===== src/rtl/pulse_stretch.sv =====
// Strobe-to-level stretcher: holds `level` high for a programmable length,
// then forces a fixed low gap so every request produces a distinct rising edge.
module pulse_stretch #(
  parameter int CW  = 8,
  parameter int GAP = 1
) (
  input  logic          clk,
  input  logic          reset,
  input  logic          trig,
  input  logic [CW-1:0] len,
  input  logic          retrig,
  output logic          level,
  output logic          done,
  output logic [CW-1:0] remain,
  output logic          pend
);

  typedef enum logic [1:0] {IDLE, HOLD, GAPW} state_t;

  state_t        state;
  logic [7:0]    gcnt;
  logic [CW-1:0] pend_len;
  logic [CW-1:0] eff_len;

  assign eff_len = (len == '0) ? CW'(1) : len;

  always_ff @(posedge clk) begin
    if (reset) begin
      state    <= IDLE;
      level    <= 1'b0;
      done     <= 1'b0;
      remain   <= '0;
      pend     <= 1'b0;
      pend_len <= '0;
      gcnt     <= '0;
    end else begin
      done <= 1'b0;
      case (state)
        IDLE: begin
          if (trig) begin
            state  <= HOLD;
            level  <= 1'b1;
            remain <= eff_len;
          end
        end
        HOLD: begin
          if (trig && retrig) begin
            remain <= eff_len;
          end else begin
            // one-deep queue keeps the oldest request
            if (trig && !pend) begin
              pend     <= 1'b1;
              pend_len <= eff_len;
            end
            if (remain == CW'(1)) begin
              state  <= GAPW;
              level  <= 1'b0;
              done   <= 1'b1;
              remain <= '0;
              gcnt   <= 8'(GAP);
            end else begin
              remain <= remain - CW'(1);
            end
          end
        end
        GAPW: begin
          if (gcnt == 8'd1) begin
            if (pend) begin
              // queued request is served first; a strobe on this edge takes its slot
              state  <= HOLD;
              level  <= 1'b1;
              remain <= pend_len;
              pend   <= trig;
              if (trig) pend_len <= eff_len;
            end else if (trig) begin
              state  <= HOLD;
              level  <= 1'b1;
              remain <= eff_len;
            end else begin
              state <= IDLE;
            end
          end else begin
            gcnt <= gcnt - 8'd1;
            if (trig && !pend) begin
              pend     <= 1'b1;
              pend_len <= eff_len;
            end
          end
        end
        default: begin
          state  <= IDLE;
          level  <= 1'b0;
          remain <= '0;
        end
      endcase
    end
  end

endmodule


===== config.mk =====
export PLATFORM = sky130hd
export DESIGN_NAME = pulse_stretch
export DESIGN_NICKNAME = d
export VERILOG_FILES = /design/src/rtl/pulse_stretch.sv
export SDC_FILE = /design/constraint.sdc
export NUM_CORES = 1
export LEC_CHECK = 0
export ABC_AREA = 0
export BUFFER_PORTS_ARGS = -buffer_cell sky130_fd_sc_hd__buf_2
export CAP_MARGIN = 10
export CORE_UTILIZATION = 45
export DETAILED_ROUTE_END_ITERATION = 6
export PLACE_DENSITY = 0.67
export SLEW_MARGIN = 20
export SYNTH_ARGS = -nofsm -noshare
export SYNTH_HDL_FRONTEND = slang
export SYNTH_SLANG_ARGS = --single-unit

===== constraint.sdc =====
create_clock -name clk -period 3 [get_ports clk]
set_clock_uncertainty 0.05 [all_clocks]
set_input_delay 0.9 -clock clk [delete_from_list [all_inputs] [get_ports clk]]
set_output_delay 0.9 -clock clk [all_outputs]
set_load 0.02 [all_outputs]

==> summary.md <==
| Metric | Value |
|---|---|
| Multiplexer area fraction after synthesis | `0%` |
| Post-CTS Hold Fix Bufs | `0` |
| Worst-skew pair later-pin latency | `290 ps` |
| CP Cell Sequence | `ha_1 -> or3b_2 -> o211ai_1 -> nor2_1 -> o311ai_0 -> o21ai_1` |
| CTS tree | `built` |
| Synthesized area | `1740 sq um` |
| First-pass GRT wire length | `7290 microns` |
| Main flop type after synthesis | `dfxtp_1` |
| Asr flop ratio synth | `0%` |
| WP data arrival | `2440 ps` |
| Cell row count | `22` |
| Synth Warn # | `0` |
| Vias in the first global route | `1,515` |
| Minimum clock period | `2320 ps` |
| Post-DP HPWL | `3150 microns` |
| Postcts setup bufs | `0` |
| CP max stage cell | `o211ai_1` |
| Final Hold Fails | `0` |
| Synth Area in Adders | `2.88%` |
| Slew Viols, Final | `0` |
| MaxCap Viol Count | `0` |
| Worst-path clk slew | `70 ps` |
| Layout net count | `258` |
| H-tree depth | `2` |
| Mapped Cells | `221` |
| Post-synthesis compound-gate area fraction | `23.5%` |
| Die H | `64.1 microns` |
| Min-Delay Path Class | `flop to flop` |
| Ant. Diodes | `0` |
| Synthesized flop and latch total | `29` |
| Total grt overflow | `0` |
| Max Clk Rate | `430 MHz` |
| Clock buffer depth | `2` |
| Setup_tns | `0 ps` |
| Critical Path Fanout Max | `7` |
| Power per Cell Area | `488 nW/um^2` |
| Placer Congestion | `0.879` |
| Die width | `64.1 microns` |
| Pre-antenna DRT Iters | `4` |
| Final instance area | `1960 sq um` |
| FILL cells | `379` |
| Number of flops mapped to enable cells by yosys | `0` |
| Register area share after synthesis | `33.4%` |
| Synth cell types | `48` |
| Worst slew pin tran | `749 ps` |
| Syn avg cell area | `7.86 sq um` |
| Die ar. | `4110 sq um` |
| Initial Util | `47.1%` |
| Setup violators final | `0` |
| CORE AREA | `3690 sq um` |
| Avg Vias per Cell | `5.81` |
| Largest net degree at the start of global routing | `29` |
| Vias | `1,691` |
| CTS Sinks | `29` |
| RSZ-0062 raised after global routing | `false` |
| Drt drc | `0` |
| Largest family of logic cells by synthesized area | `simple AND/OR/NAND/NOR gates` |
| Final wirelength | `4270 microns` |
| Post-synthesis simple-gate area fraction | `32.1%` |
| Status | `finished, final reports clean` |
| Setup CP Type | `flop to flop` |
| Peak supply drop | `0.303 mV` |
| Share of layout cells above drive strength 1 | `16.0%` |
| CP required | `3110 ps` |
| XOR/XNOR share of the synthesized area | `3.53%` |
| Syn Nets | `237` |
| Initial antenna violation count | `0` |
| Critical Path Sink Type | `flop` |
| I/O pins | `23` |
| Iteration-0 DRC Markers | `121` |
| Leakage power | `0.756 nW` |
| WL per Instance | `14.7 microns` |
| Root Driver | `clkbuf_8` |
| IO buf count | `22` |
| Cells resized by post-CTS repair | `0` |
| Worst slew margin relative to its limit | `49.6%` |
| Gr usage total | `22.8%` |
| Startpoint types | `flop` |
| Area Growth Syn to Fin | `12.8%` |
| Placed Instance Area | `1870 sq um` |
| Fin crit share | `77.5%` |
| CP max stage delay | `520 ps` |
| Num CTS Buffers | `5` |
| Final ANT Viol Nets | `0` |
cell type report:
type	instances	area (sq um)	share of cell area, %
Sequential cell	29	581	29.6
Clock inverter	3	17.5	0.893
Clock buffer	5	68.8	3.51
Tap cell	48	60.1	3.06
Inverter	6	22.5	1.15
Timing Repair Buffer	25	133	6.76
Multi-Input combinational cell	175	1080	55.0
synthesized netlist by cell type, types with 2 or more instances:
| cell | n | area share, % |
|---|---|---|
| xnor2_1 | 3 | 1.5 |
| o21ai_0 | 15 | 4.3 |
| or3b_2 | 2 | 1.0 |
| nand3_1 | 5 | 1.4 |
| nand3b_1 | 5 | 2.2 |
| o21ai_1 | 12 | 3.5 |
| a211oi_1 | 2 | 0.86 |
| o311ai_0 | 2 | 1.0 |
| nor3b_1 | 2 | 0.86 |
| dfxtp_1 | 29 | 33 |
| nor2b_1 | 10 | 3.6 |
| clkbuf_1 | 9 | 1.9 |
| nand2_1 | 9 | 1.9 |
| nor3_1 | 14 | 4.0 |
| or4_1 | 2 | 0.86 |
| o211ai_1 | 2 | 0.86 |
| a31oi_1 | 2 | 0.72 |
| and3_1 | 2 | 0.72 |
| nand2b_1 | 15 | 5.4 |
| nor2_1 | 21 | 4.5 |
| nor4_1 | 2 | 0.72 |
| buf_6 | 2 | 1.3 |
| a21oi_1 | 14 | 4.0 |
| a22oi_1 | 2 | 0.86 |
| inv_1 | 6 | 1.3 |
| a222oi_1 | 2 | 1.2 |
| and2_1 | 3 | 1.1 |
| ha_1 | 4 | 2.9 |
| xor2_1 | 4 | 2.0 |
worst paths after layout:
check	start	depth (start not counted)	slack [ps]	endpoint
worst max-delay path	remain[0]	6	680	remain[3]
worst min-delay path	pend_len[5]	2	420	pend_len[5]
worst max register to register	remain[0]	6	680	remain[3]
worst min register to register	pend_len[5]	2	420	pend_len[5]
report_power, final:
group	internal (W)	switching, W	leakage (nW)	total [W]
clock network	0.000160	0.000161	0.0439	0.000321
logic	0.0000816	0.000114	0.476	0.000195
registers	0.000407	0.0000331	0.237	0.000440
total	0.000648	0.000308	0.756	0.000957
cells in the final DEF, fill, tap and decap left out, types with 6 or more instances in the layout:
cell type and count:
a21oi_1 14, buf_2 22, dfxtp_1 29, inv_1 6
nand2_1 9, nand2b_1 15, nor2_1 21, nor2b_1 10
nor3_1 14, o21ai_0 15, o21ai_1 12
layer usage:
layer	up-vias	track usage (%)	part of all wire [%]	routed length (microns)
met5	-	0	0	0
met4	0	8.33	1.6	70
met3	8	5.18	5.5	235
met2	52	35.8	45	1930
met1	785	30.4	48	2030
li1	846	-	-	-
cells by family (layout without fill, tap and decap cells):
group           Yosys count  in the layout
simple gates             99             99
fa+ha+maj                 4              4
xor+xnor                  7              7
buf+inv                  17             39
flops                    29             29
compound gates           65             65
stage by stage:
step	worst slack, ps	cells	power (W)	utilization [%]	hold WS [ps]
detailed placement	563	283	0.000643	50.8	406
floorplan	821	221	0.000583	-	392
CTS	672	291	0.000962	53.2	418
global route	486	291	0.00100	53.2	440
finish	675	291	0.000957	53.2	416
global placement	613	283	0.000642	50.8	403
critical path: cells and delay by family (launching register included):
kind	cells	cell delay [ps]
compound gates	3	920
fa+ha+maj	1	180
flops	1	440
simple gates	2	610
sequential cells by signal (all words and copies together), names as in the netlist:
name and flops:
pend_len 8, level 1, remain 8, gcnt 8, state 2, done 1, pend 1
Note: power is estimated with default switching activity, not from simulation.
